## config.mk

```make
export PLATFORM = sky130hd
export DESIGN_NAME = axis_bram_reader
export DESIGN_NICKNAME = d
export VERILOG_FILES = /design/src/rtl/axis_bram_reader.sv
export SDC_FILE = /design/constraint.sdc
export NUM_CORES = 1
export LEC_CHECK = 0
export CORE_MARGIN = 2
export CORE_UTILIZATION = 56
export DETAILED_ROUTE_END_ITERATION = 7
export PLACE_DENSITY = 0.85
export REMOVE_ABC_BUFFERS = 1
export SLEW_MARGIN = 20
export SYNTH_ARGS = -nofsm -noshare
export SYNTH_HDL_FRONTEND = slang
export SYNTH_SLANG_ARGS = --single-unit
```

## constraint.sdc

```tcl
create_clock -name clk -period 9.45 [get_ports clk]
set_clock_uncertainty 0.2 [all_clocks]
set_input_delay 2.835 -clock clk [delete_from_list [all_inputs] [get_ports clk]]
set_output_delay 2.835 -clock clk [all_outputs]
set_load 0.1 [all_outputs]
```

## src/rtl/axis_bram_reader.sv

```systemverilog
`default_nettype none
// ============================================================================
// Module   : axis_bram_reader
// Brief    : Reads a contiguous (wrapping) range of words from a BRAM port
//            with 1-cycle read latency and emits them as an AXI-Stream master.
//            A 2-entry output buffer sustains one beat per cycle.
// Options  : define AXIS_BRAM_READER_STALL_CNT_EN to add the stall_cnt output
//            (saturating count of cycles with tvalid=1 and tready=0).
// Revision : 1.0 - initial release
// ============================================================================
module axis_bram_reader #(
   parameter int DATA_W = 32,
   parameter int ADDR_W = 9
) (
   input  logic              clk,
   input  logic              rst,
   input  logic              start,
   input  logic [ADDR_W-1:0] index_cntl,
   input  logic [ADDR_W-1:0] size_cntl,
   output logic              bram_en,
   output logic [ADDR_W-1:0] bram_index,
   input  logic [DATA_W-1:0] bram_dout,
   output logic [DATA_W-1:0] stream_out_tdata,
   output logic              stream_out_tvalid,
   input  logic              stream_out_tready,
   output logic              stream_out_tlast,
   output logic              busy,
`ifdef AXIS_BRAM_READER_STALL_CNT_EN
   output logic [15:0]       stall_cnt,
`endif
   output logic              done
);

   typedef enum logic [1:0] {
      ST_IDLE = 2'd0,
      ST_RUN  = 2'd1,
      ST_DONE = 2'd2
   } state_t;

   state_t              state_q;
   logic [ADDR_W-1:0]   base_q;
   logic [ADDR_W-1:0]   last_q;
   logic [ADDR_W:0]     issue_cnt_q;   // one bit wider so a full 2^ADDR_W range terminates
   logic [ADDR_W-1:0]   beat_cnt_q;
   logic                busy_q;
   logic                done_q;

   logic [DATA_W-1:0]   buf_q [2];
   logic                rd_ptr_q;
   logic                wr_ptr_q;
   logic [1:0]          count_q;
   logic                inflight_q;    // a read was issued last cycle; data arrives now

   logic                pop_w;
   logic [1:0]          slots_used_w;
   logic                issue_w;

   // Output side of the buffer; a pop this cycle frees a slot for a new read
   assign stream_out_tvalid = (count_q != 2'd0);
   assign stream_out_tdata  = buf_q[rd_ptr_q];
   assign stream_out_tlast  = stream_out_tvalid && (beat_cnt_q == last_q);
   assign pop_w             = stream_out_tvalid && stream_out_tready;

   // Buffered words plus the word in flight, minus the one leaving this cycle.
   // count_q <= 2 and inflight adds at most 1, so 2 bits never overflow.
   assign slots_used_w = count_q + {1'b0, inflight_q} - {1'b0, pop_w};
   assign issue_w      = (state_q == ST_RUN) &&
                         (issue_cnt_q <= {1'b0, last_q}) &&
                         (slots_used_w < 2'd2);

   assign bram_en    = issue_w;
   assign bram_index = base_q + issue_cnt_q[ADDR_W-1:0];   // wraps past top address
   assign busy       = busy_q;
   assign done       = done_q;

   // Control FSM: latch the request, count issued reads and delivered beats
   always_ff @(posedge clk) begin
      if (rst) begin
         state_q     <= ST_IDLE;
         base_q      <= '0;
         last_q      <= '0;
         issue_cnt_q <= '0;
         beat_cnt_q  <= '0;
         busy_q      <= 1'b0;
         done_q      <= 1'b0;
      end else begin
         case (state_q)
            ST_IDLE: begin
               done_q <= 1'b0;
               if (start) begin
                  base_q      <= index_cntl;
                  last_q      <= size_cntl;
                  issue_cnt_q <= '0;
                  beat_cnt_q  <= '0;
                  busy_q      <= 1'b1;
                  state_q     <= ST_RUN;
               end
            end
            ST_RUN: begin
               if (issue_w) begin
                  issue_cnt_q <= issue_cnt_q + (ADDR_W+1)'(1);
               end
               if (pop_w) begin
                  beat_cnt_q <= beat_cnt_q + ADDR_W'(1);
                  if (stream_out_tlast) begin
                     busy_q  <= 1'b0;
                     done_q  <= 1'b1;
                     state_q <= ST_DONE;
                  end
               end
            end
            ST_DONE: begin
               done_q  <= 1'b0;
               state_q <= ST_IDLE;
            end
            default: begin
               busy_q  <= 1'b0;
               done_q  <= 1'b0;
               state_q <= ST_IDLE;
            end
         endcase
      end
   end

   // Two-entry buffer: capture read data one cycle after issue, pop on handshake
   always_ff @(posedge clk) begin
      if (rst) begin
         for (int i = 0; i < 2; i++) begin
            buf_q[i] <= '0;
         end
         rd_ptr_q   <= 1'b0;
         wr_ptr_q   <= 1'b0;
         count_q    <= 2'd0;
         inflight_q <= 1'b0;
      end else begin
         if (inflight_q) begin
            buf_q[wr_ptr_q] <= bram_dout;
            wr_ptr_q        <= ~wr_ptr_q;
         end
         if (pop_w) begin
            rd_ptr_q <= ~rd_ptr_q;
         end
         count_q    <= count_q + {1'b0, inflight_q} - {1'b0, pop_w};
         inflight_q <= issue_w;
      end
   end

`ifdef AXIS_BRAM_READER_STALL_CNT_EN
   logic [15:0] stall_cnt_q;
   assign stall_cnt = stall_cnt_q;

   // Saturating count of back-pressured valid cycles, cleared per transfer
   always_ff @(posedge clk) begin
      if (rst) begin
         stall_cnt_q <= 16'd0;
      end else if ((state_q == ST_IDLE) && start) begin
         stall_cnt_q <= 16'd0;
      end else if (stream_out_tvalid && !stream_out_tready && (stall_cnt_q != 16'hFFFF)) begin
         stall_cnt_q <= stall_cnt_q + 16'd1;
      end
   end
`endif

endmodule
`default_nettype wire

```

# ---- After elaboration in Yosys (flattened, before gate mapping)
# Memories as Yosys holds them, arrays and structs flattened. A register that Yosys moved wholly into a read port is not among the register bits.
# Index checks and enable logic that the tools add are counted.
dict set report word_totals {
  register_bits 46
  ramBits 64
  memories 1
}
# name depth word_bits rd rd_clocked_by_memory_dff wr line_no
set mem_list {}
lappend mem_list {buf_q 2 32 1 1 2 48} ;# logic [DATA_W-1:0] buf_q [2];
dict set report classes {
  addsub 5
  magnitude_cmp 2
  n_eq_ne 7
  n_mux 24
  n_bitwise 4
  n_reduce_logical 15
}
# cell count
set op_table {}
lappend op_table {{32-bit 2-to-1 mux} 1}
lappend op_table {{32-bit OR reduction} 1}
lappend op_table {{10-bit 2-to-1 mux} 2}
lappend op_table {{10-bit case mux with 2 select lines} 1}
lappend op_table {{9-bit 2-to-1 mux} 2}
lappend op_table {{9-bit case mux with 2 select lines} 1}
lappend op_table {{1-bit 2-to-1 mux} 12}
lappend op_table {{10-bit by 1-bit adder with 10-bit output (second input constant)} 1}
lappend op_table {{10-bit by 9-bit less-or-equal comparator with 1-bit output} 1}
lappend op_table {{9-bit by 1-bit adder with 9-bit output (second input constant)} 1}
lappend op_table {{9-bit adder} 1}
lappend op_table {{9-bit == test} 1}
lappend op_table {{3-bit AND reduction} 3}
lappend op_table {{2-bit != test (second input constant)} 4}
lappend op_table {{2-bit 2-to-1 mux} 3}
lappend op_table {{1-bit logical AND} 4}
lappend op_table {{1-bit NOT} 4}
lappend op_table {{2-bit case mux with 2 select lines} 1}
lappend op_table {{2-bit AND reduction} 2}
lappend op_table {{4-bit AND reduction} 1}
lappend op_table {{2-bit nonzero test} 2}
lappend op_table {{1-bit case mux with 3 select lines} 1}
lappend op_table {{2-bit by 1-bit adder with 2-bit output} 1}
lappend op_table {{2-bit by 1-bit == test with 1-bit output (second input constant)} 1}
lappend op_table {{other kinds (5)} 5}

# ---- Longest topological paths before layout
# Gate-level depths: netlist (run 1).
dict set report logic_depth {
  word_depth 7
  depth_mapped 11
  ltp_nobuf 10
}

# ---- Worst setup path before layout (run 1)
# OpenSTA, ideal clock, no wires.
dict set report synth_path {
  path_type {input to output}
  startpoint {input stream_out_tready}
  endpoint {output bram_en}
  t_arrival_ns 4.899
  t_required_ns 6.415
  slack_ns 1.516
  cell_stages 10
  path_buffers 1
  cell_sequence {o21ai_0 > inv_1 > ha_1 > inv_1 > ha_1 > xor2_1 > xnor2_2 > o211ai_4 > clkbuf_1 > inv_1}
}
dict set report synth_between {
  elab_chain_cells 4
}
# element line_no
set synth_lines {}
lappend synth_lines {{start: declaration} 25} ;# input logic stream_out_tready,
lappend synth_lines {{1-bit logical AND} 62} ;# assign pop_w = stream_out_tvalid && stream_out_tready;
lappend synth_lines {{net pop_w} 54} ;# logic pop_w;
lappend synth_lines {{2-bit by 1-bit subtractor with 2-bit output} 66} ;# assign slots_used_w = count_q + {1'b0, inflight_q} - {1'b0, pop_w};
lappend synth_lines {{2-bit less-than comparator} 69} ;# (slots_used_w < 2'd2);
lappend synth_lines {{1-bit logical AND} 68} ;# (issue_cnt_q <= {1'b0, last_q}) &&
lappend synth_lines {{end: declaration} 20} ;# output logic bram_en,
# The timed path passes the listed nets, and every way through them passes these cells.

# ---- Worst setup path in the final report (run 1)
# Same ends and word-level chain as after synthesis.

==> flow_summary.json, run 1 <==
{
  "cp_cell_sequence": "clkdlybuf4s50_1 > o21ai_0 > inv_1 > ha_1 > inv_1 > ha_1 > xor2_1 > xnor2_2 > o211ai_4 > inv_1 > buf_4",
  "whs_ns": 0.2727,
  "grt.overflow.total": 0,
  "power_density_nw_per_um2": 235.2,
  "period_share": 0.8677,
  "dr_total_vias": 3803,
  "synthFlopType": "edfxtp_1",
  "crit_family": "buffers and inverters",
  "synth_edf_count": 64,
  "p_total_uw": 1549,
  "wl_mm": 10.89,
  "rsz0062_at_grt": "false",
  "pre_cts_slack_ns": 1.250,
  "ant_nets": 0,
  "vdd_drop_max_v": 0.0001134,
  "avgSynthCellArea_sq_um": 10.95,
  "wl_met1_mm": 4.746,
  "setup_slack_ns": 1.250,
  "synth_commonest_cells": "and2_1 (64), edfxtp_1 (64), nand2_1 (51), dfxtp_1 (47), mux2_2 (32)",
  "syn_inst": 483,
  "dp_hpwl_mm": 7.526,
  "post_cts_resized": 0,
  "crit_arrival_ns": 5.17,
  "period_minus_slack_ns": 8.200,
  "grt_usage": 0.2198,
  "maxUsedRoutingLayer": "met4",
  "area_growth_pct": 24.50,
  "ys_ff_latch": 111,
  "io_pins": 100,
  "worstMarginPinSlew_ns": 1.059,
  "grt_pass1_vias": 3893,
  "antenna_cells": 0,
  "cts_tree": "done",
  "cts_buffers": 9,
  "slew_violations": 0,
  "grt_max_degree": 50,
  "core_area_sq_um": 9196,
  "grt_pass1_wl_mm": 17.79,
  "setup_viol": 0,
  "max_freq_ghz": 0.1220,
  "cts_setup_buffers": 0,
  "synth_top_cell_by_area": "edfxtp_1",
  "ys_top_cells_by_area": "edfxtp_1 (36%), dfxtp_1 (18%), and2_1 (7.6%)",
  "grt_antenna_before_repair": 0,
  "p_leak_uw": 0.002511,
  "nets": 652,
  "wl_met3_um": 439,
  "timing.setup.tns_ns": 0,
  "avgRoutedWirePerCell_um": 15.73,
  "clkSlewWorstSetupHoldPaths_ns": 0.11,
  "max_slew_margin": 0.2933,
  "cpMaxStageDelayCell": "clkdlybuf4s50_1",
  "gp_congestion": 0.8292,
  "dr.pass1.iters": 4,
  "hold_path_class": "register to register",
  "met2_length_mm": 5.645,
  "clock_sinks": 111,
  "yosys.area.top_type_share": 0.3633,
  "drc": 0,
  "crit_required_ns": 6.42,
  "crit_type": "primary input to output port",
  "status": "completed",
  "critPathLaunchType": "primary input",
  "crit_buf_inv": 5,
  "cts-root-buf": "clkbuf_8",
  "yosysUniqueCellTypes": 43,
  "drt-initial-drc-count": 128,
  "dieHeight_um": 101.2,
  "clk_latency_ns": 0.37,
  "vias_per_cell": 5.496,
  "dieArea_sq_um": 10240,
  "drv_cap": 0,
  "end_kind": "output port",
  "cts_max_path_buffers": 2,
  "max_stage_delay_ns": 0.43,
  "syn_area_sq_um": 5290,
  "ctsHoldBuffers": 0,
  "crit_fanout": 19,
  "htreeDepth": 3,
  "ys_async_sr_fraction": 0,
  "yosysSeqAreaShare": 0.5412,
  "port_buffers": 99,
  "yosysWarnings": 0,
  "drive_above_1_share": 0.1102,
  "initial_utilization": 0.5752,
  "die_x_um": 101.2,
  "crit_top_cell": "inv_1",
  "final-hold-violation-count": 0,
  "rows": 35
}
-- power breakdown --
part	switching [uW]	internal, uW	leakage [uW]
clock network	172	102	0.0000961
logic	509	192	0.00137
registers	20.0	554	0.00105
total	701	848	0.00251
-- worst min-delay path, delay by kind of cell, from the launching register on --
kind               cells  cell delay (ns)
DFF                    1             0.33
and+or+nand+nor        1             0.05
AOI/OAI and AO/OA      1             0.05
-- sequential cells by signal, summed over array words and instances, names as in the netlist, named ones only --
name and flops:
count_q 2, rd_ptr_q 1, beat_cnt_q 9, done 1, inflight_q 1, wr_ptr_q 1, issue_cnt_q 10, state_q 2
buf_q 64, busy 1, last_q 9, base_q 9
-- cell families after synthesis --
| group | count (synthesis) | synth area share |
|---|---|---|
| AO/OA/AOI/OAI | 58 | 0.06883 |
| XOR/XNOR | 27 | 0.04612 |
| adder cells (fa/ha/maj) | 22 | 0.05345 |
| buffers and inverters | 44 | 0.03122 |
| flip-flops | 111 | 0.5412 |
| multiplexers | 33 | 0.07025 |
| AND/OR/NAND/NOR | 188 | 0.1890 |
-- metrics by stage --
stage            util  instances  area, sq um
2_1_floorplan       -        462         5211
3_3_place_gp   0.6961        676         6401
3_5_place_dp   0.6961        676         6401
4_1_cts        0.7162        692         6586
5_1_grt        0.7162        692         6586
6_report       0.7162        692         6586
-- per-layer routing --
| metal | vias up | GRT usage |
|---|---|---|
| met5 | - | 0 |
| met3 | 6 | 0.04210 |
| met2 | 102 | 0.4009 |
| met1 | 1841 | 0.2676 |
| met4 | 0 | 0.05613 |
| li1 | 1854 | - |
-- final timing paths --
kind	startpoint	to	slack, ns	cells after the start
max	stream_out_tready	bram_en	1.25	11
min	base_q[3]	base_q[3]	0.27	2
max reg2reg	count_q[1]	issue_cnt_q[9]	6.36	10
min reg2reg	base_q[3]	base_q[3]	0.27	2
-- cell type report --
class	count	area [sq um]
sequential	111	2863
fill	634	2610
multi-input combinational	328	2295
timing repair buffer	103	1018
tap	111	138.9
clock buffer	9	123.9
inverter	23	86.33
clock inverter	7	61.31
-- cells in the final DEF, fill, tap and decap left out, drive strengths merged, types with 2 or more instances in the layout --
cell / count
ha: 21
o311ai: 2
nor2: 25
and2: 64
mux2: 33
or2: 4
o21ai: 8
dfxtp: 47
a21o: 3
o41ai: 3
clkdlybuf4s50: 98
nand3: 7
and4: 2
nor2b: 4
or4: 3
nand4: 4
or3: 2
xnor2: 19
nand2: 51
clkbuf: 9
nor3: 10
edfxtp: 64
inv: 28
clkinv: 2
xor2: 8
nor3b: 3
a211oi: 4
a21oi: 31
o211ai: 4
buf: 5
nand2b: 5
No activity file was read; power rests on OpenSTA's default activity.
==> run 2, diff against run 1 <==
- ABC_AREA: not set -> 1
- CORE_UTILIZATION: 56 -> 45
- PLACE_DENSITY: 0.85 -> 0.7
==> run 2 against run 1 <==
Highest routed layer unchanged. Worst hold slack got worse by 0.0095 ns. Area after synthesis increased by 3.0%. Sequential power up 2%. Clock power is 34% higher. Critical path depth is 1 higher. Non-clock buffer count is 1 higher. Critical path type unchanged. Via count rose by 11%. First-iteration DRC count increased by 62%.
==> flow_summary.json, run 2 <==
{
  "status": "completed",
  "synth_commonest_cells": "nor2_1 (128), inv_1 (82), nand2_1 (69), edfxtp_1 (64), dfxtp_1 (47)",
  "drive_above_1_share": 0.1034,
  "hold_path_depth": 1,
  "clkSlewWorstSetupHoldPaths_ns": 0.07,
  "avgSynthCellArea_sq_um": 9.160,
  "post_cts_resized": 0,
  "vdd_drop_max_v": 0.0001626,
  "crit_arrival_ns": 4.87,
  "crit_family": "buffers and inverters",
  "layout_commonest_cell": "nor2_1",
  "rsz0062_at_grt": "false",
  "core_area_sq_um": 11910,
  "dr_total_vias": 4228,
  "multiInputGateArea_sq_um": 2181,
  "crit_buf_inv": 6,
  "end_kind": "output port",
  "die_x_um": 114.1,
  "initial_utilization": 0.4576,
  "p_total_uw": 1696,
  "yosys.area.top_type_share": 0.3526,
  "max_freq_ghz": 0.1266,
  "cts-root-buf": "clkbuf_16",
  "dieArea_sq_um": 13010,
  "io_pins": 100,
  "yosysUniqueCellTypes": 34,
  "final-hold-violation-count": 0,
  "cts_buffers": 9,
  "grt.overflow.total": 0,
  "period_share": 0.8361,
  "grt_pass1_wl_mm": 18.68,
  "cpMaxStageDelayCell": "clkdlybuf4s50_1",
  "reg_top3": "buf_q x64, issue_cnt_q x10",
  "worst-path-stages": 12,
  "hold_path_class": "register to register",
  "worstMarginPinSlew_ns": 1.003,
  "dp_hpwl_mm": 8.003,
  "syn_area_sq_um": 5450,
  "period_minus_slack_ns": 7.901,
  "whs_ns": 0.2631,
  "drt-initial-drc-count": 207,
  "regArea_sq_um": 2863,
  "timing.setup.tns_ns": 0,
  "synthFlopType": "edfxtp_1",
  "crit_fanout": 6,
  "largest_reg_flops": 64,
  "crit_required_ns": 6.42,
  "vias_per_cell": 5.015,
  "setup_viol": 0,
  "grt_usage": 0.1816,
  "postLayoutCellArea_sq_um": 6867,
  "power_density_nw_per_um2": 247.1,
  "ys_top_cells_by_area": "edfxtp_1 (35%), dfxtp_1 (17%), nor2_1 (8.8%)",
  "cts_setup_buffers": 0,
  "cp_cell_sequence": "clkdlybuf4s50_1 > inv_1 > nor2_2 > ha_1 > inv_1 > ha_1 > inv_1 > xor2_1 > nor2_2 > nand2_4 > inv_1 > buf_4",
  "rows": 40,
  "grt_max_degree": 35,
  "grt_pass1_vias": 3992,
  "ant_nets": 0,
  "critPathLaunchType": "primary input",
  "crit_top_cell": "inv_1",
  "grt_antenna_before_repair": 0,
  "fillers": 1081,
  "synth_top_cell_by_area": "edfxtp_1",
  "cts_max_path_buffers": 2,
  "yosysMostFrequentCell": "nor2_1",
  "cts_tree": "done",
  "dieHeight_um": 114.1,
  "wl_mm": 11.63,
  "setup_slack_ns": 1.549,
  "nets": 767,
  "dr.pass1.iters": 4,
  "synth_edf_count": 64,
  "ctsHoldBuffers": 0,
  "yosysWarnings": 0,
  "area_growth_pct": 25.99,
  "slew_violations": 0,
  "antenna_cells": 0,
  "avgRoutedWirePerCell_um": 13.79,
  "yosysSeqAreaShare": 0.5253,
  "port_buffers": 99,
  "crit_type": "primary input to output port",
  "pre_cts_slack_ns": 1.536,
  "max_slew_margin": 0.3289,
  "ys_async_sr_fraction": 0,
  "htreeDepth": 3,
  "placed_area_sq_um": 6578,
  "rr_worst_depth": 13,
  "syn_inst": 595,
  "mostFrequentLayoutCells": "nor2_1 (128), clkdlybuf4s50_1 (98), inv_1 (82)",
  "clock_sinks": 111,
  "drc": 0,
  "gp_congestion": 0.8434,
  "ys_ff_latch": 111,
  "clk_latency_ns": 0.35,
  "p_leak_uw": 0.002914,
  "drv_cap": 0,
  "top_register": "buf_q",
  "max_stage_delay_ns": 0.48
}
## run 2: changes by cell type after synthesis, moves of 4 or more
cell / previous run / this run
nor2_1: 25 / 128
and2_1: 64 / 0
inv_1: 23 / 82
o21ai_0: 7 / 27
nand2_1: 51 / 69
xnor2_1: 18 / 5
nand3_1: 7 / 15
nand2_2: 0 / 5
nand2b_1: 5 / 0
nor2_2: 0 / 4
nor2b_1: 4 / 0
or2_2: 4 / 0
## run 2: metal layers
layer	track usage	vias up	wire length, um	part of all wire
met5	0	-	0	0
met4	0.04390	0	115	0.0099
met3	0.03864	11	515	0.044
met2	0.3194	100	5807	0.50
met1	0.2291	1997	5189	0.45
li1	-	2120	-	-
## run 2: area by class of cell
| class | instances | share of cell area |
|---|---|---|
| clock buffer | 10 | 0.03480 |
| clock inverter | 6 | 0.007289 |
| inverter | 85 | 0.04719 |
| multi-input combinational | 380 | 0.3176 |
| sequential | 111 | 0.4169 |
| tap | 147 | 0.02679 |
| timing repair buffer | 104 | 0.1494 |
## run 2: where the power goes
| part | leakage [uW] | internal, uW | total (uW) | switching, uW |
|---|---|---|---|---|
| sequential | 0.00105 | 555 | 583 | 27.5 |
| combinational | 0.00173 | 199 | 747 | 547 |
| clock | 0.000141 | 190 | 367 | 177 |
| total | 0.00291 | 944 | 1700 | 752 |
## run 2: path summary, 6_finish.rpt
| path | start | endpoint | slack (ns) |
|---|---|---|---|
| setup / recovery | stream_out_tready | bram_en | 1.55 |
| hold / removal | rd_ptr_q | rd_ptr_q | 0.26 |
| setup reg to reg | count_q[1] | issue_cnt_q[5] | 7.09 |
| hold reg to reg | rd_ptr_q | rd_ptr_q | 0.26 |
## run 2: cells by family (layout without fill, tap and decap cells)
family	count (synthesis)	after routing	synth area share
fa+ha+maj	22	22	0.05188
simple gates	243	243	0.1915
xor+xnor	16	16	0.02571
mux	32	32	0.06611
flops	111	111	0.5253
compound gates	67	67	0.06497
buf+inv	104	205	0.07461
## run 2: worst reg2reg max path: cells and delay by family (launching register included)
| family | cells | cell delay [ns] |
|---|---|---|
| flip-flops | 1 | 0.33 |
| AND/OR/NAND/NOR | 8 | 1.05 |
| buffers and inverters | 2 | 0.10 |
| XOR/XNOR | 1 | 0.17 |
| adder cells (fa/ha/maj) | 2 | 0.41 |
## run 2: per-stage QoR
step | std cells | util
2_1_floorplan | 576 | -
4_1_cts | 843 | 0.5765
3_5_place_dp | 827 | 0.5522
5_1_grt | 843 | 0.5765
3_3_place_gp | 827 | 0.5522
6_report | 843 | 0.5765
